[config.mk]
export PLATFORM = sky130hd
export DESIGN_NAME = uart_tx_periph
export DESIGN_NICKNAME = d
export VERILOG_FILES = /design/src/rtl/uart_pkg.sv /design/src/rtl/uart_fifo.sv /design/src/rtl/uart_tx_periph.sv
export SDC_FILE = /design/constraint.sdc
export NUM_CORES = 1
export LEC_CHECK = 0
export BUFFER_PORTS_ARGS = -buffer_cell sky130_fd_sc_hd__buf_2
export CAP_MARGIN = 10
export CORE_MARGIN = 1
export CORE_UTILIZATION = 30
export DETAILED_ROUTE_END_ITERATION = 10
export GPL_TIMING_DRIVEN = 0
export PLACE_DENSITY = 0.57
export SYNTH_ARGS = -nofsm -noshare
export SYNTH_HDL_FRONTEND = slang
export SYNTH_SLANG_ARGS = --single-unit
[constraint.sdc]
create_clock -name clk -period 3.3 [get_ports clk]
set_input_delay 0 -clock clk [delete_from_list [all_inputs] [get_ports clk]]
set_output_delay 0 -clock clk [all_outputs]
set_load 0.05 [all_outputs]
[src/rtl/uart_pkg.sv]
// Shared UART constants: FSM state encoding and status-word bit positions.
// The memory controller decodes the status word using the same indices.
package uart_pkg;

  localparam logic [1:0] IDLE  = 2'd0;
  localparam logic [1:0] START = 2'd1;
  localparam logic [1:0] DATA  = 2'd2;
  localparam logic [1:0] STOP  = 2'd3;

  localparam int BUSY  = 0;
  localparam int EMPTY = 1;
  localparam int FULL  = 2;
  localparam int OVF   = 3;

endpackage

[src/rtl/uart_fifo.sv]
// Synchronous FIFO, zero-latency read of the head entry; full/empty registered via count.
// Pushes when full are ignored unless a pop happens in the same cycle.
module uart_fifo #(
  parameter int WIDTH = 8,
  parameter int DEPTH = 4
) (
  input  logic             clk,
  input  logic             reset,
  input  logic             i_push,
  input  logic             i_pop,
  input  logic [WIDTH-1:0] i_dat,
  output logic [WIDTH-1:0] o_dat,
  output logic             o_full,
  output logic             o_empty
);

  localparam int AW = $clog2(DEPTH);

  logic [WIDTH-1:0] r_mem [DEPTH];
  logic [AW-1:0]    r_wr_ptr;
  logic [AW-1:0]    r_rd_ptr;
  logic [AW:0]      r_count;
  logic             w_push;
  logic             w_pop;

  assign o_empty = (r_count == '0);
  assign o_full  = (r_count == (AW+1)'(DEPTH));
  assign w_pop   = i_pop && !o_empty;
  assign w_push  = i_push && (!o_full || w_pop);
  assign o_dat   = r_mem[r_rd_ptr];

  always_ff @(posedge clk) begin
    if (w_push) r_mem[r_wr_ptr] <= i_dat;
  end

  always_ff @(posedge clk) begin
    if (reset) begin
      r_wr_ptr <= '0;
      r_rd_ptr <= '0;
      r_count  <= '0;
    end else begin
      if (w_push) r_wr_ptr <= r_wr_ptr + 1'b1;
      if (w_pop)  r_rd_ptr <= r_rd_ptr + 1'b1;
      case ({w_push, w_pop})
        2'b10:   r_count <= r_count + 1'b1;
        2'b01:   r_count <= r_count - 1'b1;
        default: r_count <= r_count;
      endcase
    end
  end

endmodule

[src/rtl/uart_tx_periph.sv]
// Memory-mapped 8N1 UART transmitter: write strobe queues a byte, start bit falls two cycles later.
// Writes to a full FIFO (with no same-cycle pop) are dropped and set a sticky overflow flag.
module uart_tx_periph
  import uart_pkg::*;
#(
  parameter int DATA_WIDTH   = 32,
  parameter int CLKS_PER_BIT = 16,
  parameter int FIFO_DEPTH   = 4
) (
  input  logic                  clk,
  input  logic                  reset,
  input  logic [DATA_WIDTH-1:0] WriteData,
  input  logic                  MemWrite,
  output logic [DATA_WIDTH-1:0] ReadData,
  output logic                  tx_o
);

  localparam int BW = $clog2(CLKS_PER_BIT);

  logic [1:0]    r_state;
  logic [BW-1:0] r_baud;
  logic [2:0]    r_bit;
  logic [7:0]    r_shift;
  logic          r_ovf;

  logic          w_full;
  logic          w_empty;
  logic [7:0]    w_head;
  logic          w_baud_end;
  logic          w_pop;
  logic          w_push;
  logic          w_unused_wdata;

  assign w_unused_wdata = ^WriteData[DATA_WIDTH-1:8];
  assign w_baud_end     = (r_baud == BW'(CLKS_PER_BIT - 1));
  // Pop exactly when the FSM is about to start a new frame.
  assign w_pop  = !w_empty && ((r_state == IDLE) || ((r_state == STOP) && w_baud_end));
  assign w_push = MemWrite && (!w_full || w_pop);

  uart_fifo #(
    .WIDTH (8),
    .DEPTH (FIFO_DEPTH)
  ) u_fifo (
    .clk     (clk),
    .reset   (reset),
    .i_push  (w_push),
    .i_pop   (w_pop),
    .i_dat   (WriteData[7:0]),
    .o_dat   (w_head),
    .o_full  (w_full),
    .o_empty (w_empty)
  );

  always_ff @(posedge clk) begin
    if (reset) begin
      r_state <= IDLE;
      r_baud  <= '0;
      r_bit   <= '0;
      r_shift <= '0;
      r_ovf   <= 1'b0;
    end else begin
      if (MemWrite && !w_push) r_ovf <= 1'b1;
      case (r_state)
        IDLE: begin
          r_baud <= '0;
          if (w_pop) begin
            r_shift <= w_head;
            r_state <= START;
          end
        end
        START: begin
          if (w_baud_end) begin
            r_baud  <= '0;
            r_bit   <= '0;
            r_state <= DATA;
          end else begin
            r_baud <= r_baud + 1'b1;
          end
        end
        DATA: begin
          if (w_baud_end) begin
            r_baud  <= '0;
            r_shift <= {1'b0, r_shift[7:1]};
            if (r_bit == 3'd7) r_state <= STOP;
            else               r_bit   <= r_bit + 1'b1;
          end else begin
            r_baud <= r_baud + 1'b1;
          end
        end
        default: begin
          if (w_baud_end) begin
            r_baud <= '0;
            if (w_pop) begin
              r_shift <= w_head;
              r_state <= START;
            end else begin
              r_state <= IDLE;
            end
          end else begin
            r_baud <= r_baud + 1'b1;
          end
        end
      endcase
    end
  end

  always_comb begin
    tx_o = 1'b1;
    case (r_state)
      START:   tx_o = 1'b0;
      DATA:    tx_o = r_shift[0];
      default: tx_o = 1'b1;
    endcase
  end

  always_comb begin
    ReadData        = '0;
    ReadData[BUSY]  = (r_state != IDLE);
    ReadData[EMPTY] = w_empty;
    ReadData[FULL]  = w_full;
    ReadData[OVF]   = r_ovf;
  end

endmodule

==> results.toml, run 1 <==
[status]
run_status = "completed"

[drt]
first_pass_iters = 4
post-route-drc-count = 0
routed_wire_length_per_instance_um = 11.8
antenna_violating_nets_post_route = 0
vias_per_cell = 4.25
drt-total-wl_mm = 4.77
drt_iter0_drc = 73
vias = 1719

[critical_path]
critPathRequiredTime_ns = 3.56
worstSetupEndpointType = "flop"
critPathMaxFanout = 7
reg2reg_to = "u_fifo.r_count[2]"
setup_crit_start = "r_state[0]"
worst_r2r_path_depth = 11
r2r-start = "r_state[0]"
worst-endpoint-arrival_ns = 3.18
reg2reg_setup_slack_ns = 0.38
critical_path.startpoint_type = "flop"
endpoint = "u_fifo.r_count[2]"
timing_worst_setup_path_type = "reg -> reg"

[floorplanning]
fp-row-count = 35
dieArea_um2 = 9800
ios = 68
design.core.area_um2 = 9200
chipHeight_um = 99.0
initial_core_utilization_pct = 30.7
die_x_um = 99.0

[finish]
fill_cells = 923
layout-drive-gt1-share_pct = 26.6
nNetsFinal = 336
post-route-util_pct = 37.1
antennaDiodeCount = 0
regArea_um2 = 1500
multiInputGateArea_um2 = 1110
area_delta_synth_final_pct = 21.1
postLayoutCellArea_um2 = 3420

[cts]
cts.reportedPaths.clkPinSlew_ns = 0.07
post_cts_buffers = 0
cts_tree = "done"
clock_sink_count = 59
cts_h_tree_lvls = 3
number_of_clock_buffers_inserted_by_tritoncts = 9
clk_path_buf_depth = 2
root_buffer = "clkbuf_8"
worstSkewPairLatency_ns = 0.34

[power_and_ir_drop]
p_int_mw = 1.58
p_switching_mw = 0.894
power.total_mw = 2.47
p_leak_nw = 1.38
switching_share_pct = 36.2
power_frac_clock_pct = 26.5
cellPowerDensity_nw_per_um2 = 723
comb_power_share_pct = 35.6
part_of_the_total_power_dissipated_in_sequential_elements_pct = 37.9
vdd_ir_drop_max_uv = 287

[global_routing]
largest_net_degree_at_the_start_of_global_routing = 12
grt_overflow_total = 0
globalRouteTotalUtil_pct = 10.7
antenna_found_initial = 0
grt_pass1_wl_mm = 7.89
grt_pass1_vias = 1644

[sta]
timing.final.crit_share_pct = 88.5
max-slew-margin-rel_pct = 61.1
setup_ws_ns = 0.378
fin_worst_skew_ns = 0.00865
grt_setup_unrepaired = "false"
final_period_minus_worst_setup_slack_ns = 2.92
worst_tran_pin_value_ns = 0.584
fmaxAchievable_ghz = 0.342
finalHoldViolCount = 0
fin_tns_setup_ns = 0
final-setup-viol-count = 0
final-max-slew-violation-count = 0

[yosys]
sequential_area_share_after_synthesis_pct = 53.2
netlist_instances = 227
synth_enable_flop_cells = 32
ys_seq_elements = 59
post_synth.cell_area_avg_um2 = 12.4
synth_area_um2 = 2820
synth_async_sr_flop_share_pct = 0
ys_warn_count = 0
yosys.cell_types.count = 43
dominantRegCellSynth = "edfxtp_1"

[placement]
gp_routability_congestion = 0.746
dp_hpwl_mm = 3.26
placed_area_um2 = 3130
buffer_ports.inserted = 14
placement.setup.worst_slack_ns = 0.389

[min_path]
hold_path_startpoint = "reset"
hold_path.class = "in -> reg"

[job]
max_cap_violations = 0
==> kinds of logic (layout without fill, tap and decap cells) <==
group,count (synthesis),count (layout),synth area share (%)
other cells,1,28,0.133
flops,59,59,53.2
xor+xnor,7,7,2.17
buf+inv,52,91,11.2
compound gates,27,27,7.27
fa+ha+maj,13,13,6.03
mux,21,21,11.0
simple gates,47,47,8.96
==> power groups by stage <==
stage               combinational [mW]  clock (mW)  sequential [mW]
CTS                              0.888       0.671            0.937
global placement                 0.862           0            0.948
global route                     0.970       0.708            0.949
detailed placement               0.876           0            0.952
floorplan                        0.723           0            0.938
finish                           0.878       0.655            0.936
==> repair_timing <==
item | 4_1_cts | 5_1_grt
hold endpoints to repair | 33 | 0
hold buffers | 9 | 0
resized for setup | 0 | 0
==> synth_stat cells, types with 2 or more instances <==
library cell / instances / share of area [%]
edfxtp_1: 32 / 34
buf_4: 31 / 8.2
dfxtp_1: 27 / 19
nor2_1: 21 / 2.8
inv_1: 13 / 1.7
ha_1: 12 / 5.3
mux2i_1: 12 / 4.3
mux4_2: 8 / 6.4
o21ai_0: 7 / 1.2
o311a_1: 6 / 2.1
a21oi_1: 5 / 0.89
and2_1: 5 / 1.1
xnor2_1: 4 / 1.2
buf_2: 3 / 0.53
clkbuf_1: 3 / 0.40
nand2_1: 3 / 0.40
xor2_1: 3 / 0.93
and2_0: 2 / 0.44
buf_1: 2 / 0.27
nand2b_1: 2 / 0.44
nor3_1: 2 / 0.35
nor4_1: 2 / 0.44
or3_1: 2 / 0.44
==> worst max-delay path, stage by stage (launching register included) <==
cell and delay, ns:
dfxtp_1 0.37, inv_1 0.09, ha_1 0.29, a41oi_1 0.44, a31oi_2 0.25, inv_1 0.10
ha_1 0.19, inv_1 0.07, fa_1 0.43, xor2_1 0.16, or3_1 0.31, a21oi_1 0.15
==> metrics by stage <==
stage	hold slack, ns	std cells
after global routing	0.155	404
after floorplan	0.0989	254
after detailed placement	0.222	379
final	0.0987	404
after global placement	0.212	379
after CTS	0.0826	404
==> state kept, by name, indices dropped and copies added (netlist names), named ones only <==
name	cells
r_bit	3
u_fifo.r_mem	32
r_state	2
r_ovf	1
u_fifo.r_rd_ptr	2
r_baud	4
r_shift	8
u_fifo.r_wr_ptr	2
u_fifo.r_count	3
==> how the worst min path moves through the flow <==
| stage | endpoint | slack [ns] | cells after the start |
|---|---|---|---|
| detailed placement | u_fifo.r_mem[2][6] | 0.22 | 1 |
| floorplan | u_fifo.r_mem[0][0] | 0.1 | 0 |
| CTS | u_fifo.r_count[0] | 0.08 | 2 |
| global placement | u_fifo.r_mem[2][4] | 0.21 | 1 |
| global route | u_fifo.r_count[0] | 0.15 | 2 |
| finish | u_fifo.r_count[0] | 0.1 | 2 |
==> placed cells by master, fill, tap and decap left out, types with 2 or more instances in the layout <==
cell,synthesis,routed
a21oi_1,5,5
and2_0,2,2
and2_1,5,5
buf_1,2,2
buf_2,3,17
buf_4,31,31
clkbuf_1,3,4
clkbuf_8,0,9
clkinvlp_4,0,3
conb_1,1,28
dfxtp_1,27,27
dlygate4sd3_1,0,9
edfxtp_1,32,32
ha_1,12,12
inv_1,13,13
mux2i_1,12,12
mux4_2,8,8
nand2_1,3,3
nand2b_1,2,2
nor2_1,21,21
nor3_1,2,2
nor4_1,2,2
o21ai_0,7,7
o311a_1,6,6
or3_1,2,2
xnor2_1,4,4
xor2_1,3,3
==> final cells by class <==
type / count / share of cell area (%)
clock buffer: 10 / 3.74
clock inverter: 6 / 1.94
inverter: 13 / 1.43
sequential: 59 / 44.0
multi-input combinational: 143 / 32.4
tap: 111 / 4.07
buffer: 39 / 7.80
timing repair buffer: 23 / 4.69
==> per-layer routing <==
metal	GRT usage [%]	wire length, um
met2	17.2	2230
met4	4.82	78
met5	0	0
met1	12.9	2260
met3	3.62	192
Note: power is estimated with default switching activity, not from simulation.
==> inputs of run 2 (changes only) <==
--- a/config.mk
+++ b/config.mk
@@ -7,6 +7,7 @@
 export LEC_CHECK = 0
 export BUFFER_PORTS_ARGS = -buffer_cell sky130_fd_sc_hd__buf_2
 export CAP_MARGIN = 10
+export CORE_ASPECT_RATIO = 1.75
 export CORE_MARGIN = 1
 export CORE_UTILIZATION = 30
 export DETAILED_ROUTE_END_ITERATION = 10
==> constraint.sdc (replaced) <==
create_clock -name clk -period 3.3 [get_ports clk]
set_input_delay 0.66 -clock clk [delete_from_list [all_inputs] [get_ports clk]]
set_output_delay 0.66 -clock clk [all_outputs]
set_load 0.05 [all_outputs]
==> results.toml, run 2 (synthesis results as in run 1) <==
[status]
run_status = "completed"

[global_routing]
antenna_found_initial = 0
grt_overflow_total = 0
largest_net_degree_at_the_start_of_global_routing = 12
grt_pass1_wl_mm = 8.17
globalRouteTotalUtil_pct = 11.5
grt_pass1_vias = 1710

[drt]
vias = 1708
antenna_violating_nets_post_route = 0
drt_iter0_drc = 54
vias_per_cell = 4.23
post-route-drc-count = 0
drt-total-wl_mm = 4.66
routed_wire_length_per_instance_um = 11.5
first_pass_iters = 4

[finish]
fill_cells = 920
layout-drive-gt1-share_pct = 27.5
layout.cells.most_common = "edfxtp_1"
antennaDiodeCount = 0
largest_register = "u_fifo.r_mem"
largest_registers = "u_fifo.r_mem x32, r_shift x8, r_baud x4"
area_delta_synth_final_pct = 22.7
nNetsFinal = 327
final_cell_mix = "32 x edfxtp_1, 31 x buf_4, 28 x conb_1"
postLayoutCellArea_um2 = 3460
largest_register_ffs = 32

[sta]
timing.hold.ws_ns = 0.460
timing.final.crit_share_pct = 87.5
fmaxAchievable_ghz = 0.346
worst_tran_pin_value_ns = 0.613
setup_ws_ns = 0.411
final-max-slew-violation-count = 0
fin_worst_skew_ns = 0.00932
grt_setup_unrepaired = "false"
finalHoldViolCount = 0
max-slew-margin-rel_pct = 59.1
final-setup-viol-count = 0
fin_tns_setup_ns = 0
final_period_minus_worst_setup_slack_ns = 2.89

[cts]
clock_sink_count = 59
cts.reportedPaths.clkPinSlew_ns = 0.06
clk_path_buf_depth = 2
cts_h_tree_lvls = 3
worstSkewPairLatency_ns = 0.33
root_buffer = "clkbuf_16"
post_cts_buffers = 0
ctsHoldBuffers = 0
post_cts_resize_count = 0
number_of_clock_buffers_inserted_by_tritoncts = 9
cts_tree = "done"

[power_and_ir_drop]
part_of_the_total_power_dissipated_in_sequential_elements_pct = 33.7
power.total_mw = 2.78
cellPowerDensity_nw_per_um2 = 804
p_int_mw = 1.88
power_frac_clock_pct = 35.4
p_leak_nw = 1.40
p_switching_mw = 0.905
comb_power_share_pct = 30.9
switching_share_pct = 32.5
vdd_ir_drop_max_uv = 392

[critical_path]
cp_cell_sequence = "inv_1, ha_1, a41oi_1, a31oi_2, inv_1, ha_1, inv_1, fa_1, xor2_1, or3_1, a21oi_1"
worst-endpoint-arrival_ns = 3.15
critical_path.top_delay_family = "adder cells"
peak_per_stage_delay_on_the_critical_path_ns = 0.44
timing.critical_path.buf_inv = 3
worstSetupEndpointType = "flop"
critPathMaxFanout = 7
cell_type_of_the_slowest_stage_on_the_worst_timing_path = "a41oi_1"
reg2reg_setup_slack_ns = 0.41
critPathRequiredTime_ns = 3.56
dominant_cell_type_by_count_on_the_critical_path = "inv_1"
critical_path.startpoint_type = "flop"
timing_worst_setup_path_type = "reg -> reg"

[floorplanning]
initial_core_utilization_pct = 31.0
chipHeight_um = 130
ios = 68
die_x_um = 75.3
fp-row-count = 46
dieArea_um2 = 9810
design.core.area_um2 = 9090

[placement]
placement.setup.worst_slack_ns = 0.382
dp_hpwl_mm = 3.50
buffer_ports.inserted = 14
gp_routability_congestion = 0.767
placed_area_um2 = 3140

[job]
max_cap_violations = 0

[min_path]
hold_path.class = "reg -> reg"
run 2: cell types whose count changed in the layout (fill, tap and decap cells not counted), sizes merged:
cell,previous run,this run
dlygate4sd3,9,0
bufinv,1,2
clkbuf,13,12
clkinv,2,3
clkinvlp,3,2
run 2: through the flow:
stage,util (%),std cells
6_report,38.1,404
5_1_grt,38.1,404
4_1_cts,38.1,404
3_5_place_dp,34.6,388
3_3_place_gp,34.6,388
2_1_floorplan,-,254
run 2: path summary, 6_finish.rpt:
| path | from | end | depth (start not counted) |
|---|---|---|---|
| hold reg to reg | r_baud[0] | r_baud[0] | 1 |
| hold / removal | r_baud[0] | r_baud[0] | 1 |
| setup / recovery | r_state[0] | u_fifo.r_count[2] | 11 |
| setup reg to reg | r_state[0] | u_fifo.r_count[2] | 11 |
run 2: cell type report:
| cell class | instances | area, um^2 | area share, % |
|---|---|---|---|
| clock buffers | 9 | 225 | 6.51 |
| flip-flops and latches | 59 | 1500 | 43.4 |
| clock inverters | 7 | 92.6 | 2.68 |
| inverters | 13 | 48.8 | 1.41 |
| plain buffers | 39 | 267 | 7.70 |
| repair buffers | 14 | 70.1 | 2.02 |
| multi-input cells | 143 | 1110 | 32.0 |
| well taps | 120 | 150 | 4.34 |
run 2: worst reg2reg max path: stages, from the launching register on:
cell	delay (ns)
dfxtp_1	0.36
inv_1	0.09
ha_1	0.28
a41oi_1	0.44
a31oi_2	0.27
inv_1	0.10
ha_1	0.18
inv_1	0.07
fa_1	0.44
xor2_1	0.16
or3_1	0.30
a21oi_1	0.14
run 2: power groups by stage:
| stage | registers, mW | clock network (mW) | logic (mW) |
|---|---|---|---|
| after floorplan | 0.938 | 0 | 0.723 |
| after global placement | 0.950 | 0 | 0.858 |
| after detailed placement | 0.953 | 0 | 0.872 |
| after CTS | 0.938 | 1.00 | 0.874 |
| after global routing | 0.951 | 1.04 | 0.963 |
| final | 0.938 | 0.984 | 0.860 |
run 2: metal layers:
layer | part of all wire [%] | GRT usage (%) | routed length (um) | vias to the layer above
met5 | 0 | 0 | 0 | -
li1 | - | - | - | 862
met1 | 40 | 12.2 | 1840 | 791
met4 | 2.6 | 6.32 | 121 | 0
met2 | 53 | 19.3 | 2490 | 45
met3 | 4.5 | 3.94 | 212 | 10
==> inputs of run 3 (changes only) <==
--- a/config.mk
+++ b/config.mk
@@ -12,7 +12,6 @@
 export CORE_UTILIZATION = 30
 export DETAILED_ROUTE_END_ITERATION = 10
 export GPL_TIMING_DRIVEN = 0
-export PLACE_DENSITY = 0.57
 export SYNTH_ARGS = -nofsm -noshare
 export SYNTH_HDL_FRONTEND = slang
 export SYNTH_SLANG_ARGS = --single-unit
==> results.toml, run 3 (synthesis results as in run 1) <==
[job]
max_cap_violations = 0

[drt]
post-route-drc-count = 0
routed_wire_length_per_instance_um = 12.1
vias_per_cell = 4.28
vias = 1730
antenna_violating_nets_post_route = 0
drt-total-wl_mm = 4.88
first_pass_iters = 4
drt_iter0_drc = 22

[critical_path]
worstSetupEndpointType = "output port"
critical_path.top_delay_family = "buffers and inverters"
reg2reg_to = "u_fifo.r_count[2]"
timing.critical_path.buf_inv = 4
timing_worst_setup_path_type = "reg -> out"
worst_r2r_path_depth = 11
critical_path.startpoint_type = "flop"
dominant_cell_type_by_count_on_the_critical_path = "buf_2"
cp_cell_sequence = "inv_1, ha_1, buf_2, buf_1, mux2i_1, buf_2"
reg2reg_setup_slack_ns = 0.43
critPathMaxFanout = 10
r2r-start = "r_state[0]"
peak_per_stage_delay_on_the_critical_path_ns = 0.54
cell_type_of_the_slowest_stage_on_the_worst_timing_path = "buf_1"
worst-endpoint-arrival_ns = 2.22
critPathRequiredTime_ns = 2.64

[global_routing]
grt_overflow_total = 0
largest_net_degree_at_the_start_of_global_routing = 11
grt_pass1_vias = 1755
antenna_found_initial = 0
globalRouteTotalUtil_pct = 11.7
grt_pass1_wl_mm = 8.20

[cts]
cts_tree = "done"
post_cts_resize_count = 0
worstSkewPairLatency_ns = 0.32
post_cts_buffers = 0
cts.reportedPaths.clkPinSlew_ns = 0.05
number_of_clock_buffers_inserted_by_tritoncts = 9
ctsHoldBuffers = 0
root_buffer = "clkbuf_16"
clk_path_buf_depth = 2
clock_sink_count = 59
cts_h_tree_lvls = 3

[finish]
area_delta_synth_final_pct = 21.3
largest_registers = "u_fifo.r_mem x32, r_shift x8, r_baud x4"
nNetsFinal = 327
final_cell_mix = "32 x edfxtp_1, 31 x buf_4, 28 x conb_1"
antennaDiodeCount = 0
layout-drive-gt1-share_pct = 26.1
post-route-util_pct = 37.6
largest_register_ffs = 32
largest_register = "u_fifo.r_mem"
layout.cells.most_common = "edfxtp_1"

[sta]
grt_setup_unrepaired = "false"
max-slew-margin-rel_pct = 55.4
fin_tns_setup_ns = 0
timing.hold.ws_ns = 0.452
finalHoldViolCount = 0
setup_ws_ns = 0.421
final-max-slew-violation-count = 0
final-setup-viol-count = 0
fin_worst_skew_ns = 0.00762
worst_tran_pin_value_ns = 0.669
fmaxAchievable_ghz = 0.347
timing.final.crit_share_pct = 87.2
final_period_minus_worst_setup_slack_ns = 2.88

[min_path]
worstHoldPathCells = 1
worst_hold_path.endpoint = "r_baud[0]"
hold_path_startpoint = "r_baud[0]"
hold_path.class = "reg -> reg"

[power_and_ir_drop]
cellPowerDensity_nw_per_um2 = 785
p_leak_nw = 1.39
vdd_ir_drop_max_uv = 272
power.total_mw = 2.69

[floorplanning]
ios = 68
die_x_um = 75.3
design.core.area_um2 = 9090
initial_core_utilization_pct = 31.0
chipHeight_um = 130
dieArea_um2 = 9810
fp-row-count = 46

[status]
run_status = "completed"

[placement]
placement.setup.worst_slack_ns = 0.368
gp_routability_congestion = 0.717
buffer_ports.inserted = 14
dp_hpwl_mm = 3.64
run 3: worst max-delay path by stage:
| stage | slack (ns) | cells past startpoint | to | start |
|---|---|---|---|---|
| 2_1_floorplan | 0.64 | 5 | tx_o | r_state[0] |
| 3_3_place_gp | 0.39 | 11 | u_fifo.r_count[2] | r_state[0] |
| 3_5_place_dp | 0.37 | 11 | u_fifo.r_count[2] | r_state[0] |
| 4_1_cts | 0.35 | 11 | u_fifo.r_count[2] | r_state[0] |
| 5_1_grt | 0.14 | 11 | u_fifo.r_count[2] | r_state[0] |
| 6_report | 0.42 | 6 | tx_o | r_state[0] |
run 3: power by group:
group	internal (mW)	total [mW]	switching, mW	leakage [nW]
Combinational	0.340	0.872	0.532	0.741
Clock	0.577	0.877	0.300	0.136
Sequential	0.883	0.937	0.0543	0.515
run 3: final cells by class:
type,count,area [um^2]
inverter,13,48.8
buffer,39,267
sequential,59,1500
clock buffer,12,236
tap,120,150
multi-input combinational,143,1110
timing repair buffer,14,70.1
fill,918,5670
clock inverter,4,42.5
run 3: metal layers:
| metal | wire length, um | vias up | track usage [%] | share of wire (%) |
|---|---|---|---|---|
| met3 | 219 | 12 | 3.32 | 4.5 |
| li1 | - | 860 | - | - |
| met1 | 1820 | 812 | 11.4 | 37 |
| met4 | 166 | 0 | 8.39 | 3.4 |
| met5 | 0 | - | 0 | 0 |
| met2 | 2670 | 46 | 20.2 | 55 |
run 3: metrics by stage:
step | area, um^2 | instances
after global routing | 3420 | 404
after floorplan | 2920 | 254
final | 3420 | 404
after detailed placement | 3140 | 388
after CTS | 3420 | 404
after global placement | 3140 | 388
run 3: worst register-to-register path, delay by kind of cell (launching register included):
family | cells | cell delay (ns)
AOI/OAI and AO/OA | 3 | 0.82
xor gates and xnor gates | 1 | 0.15
adders and majority gates | 3 | 0.92
buffers and inverters | 3 | 0.26
DFF | 1 | 0.35
and+or+nand+nor | 1 | 0.30
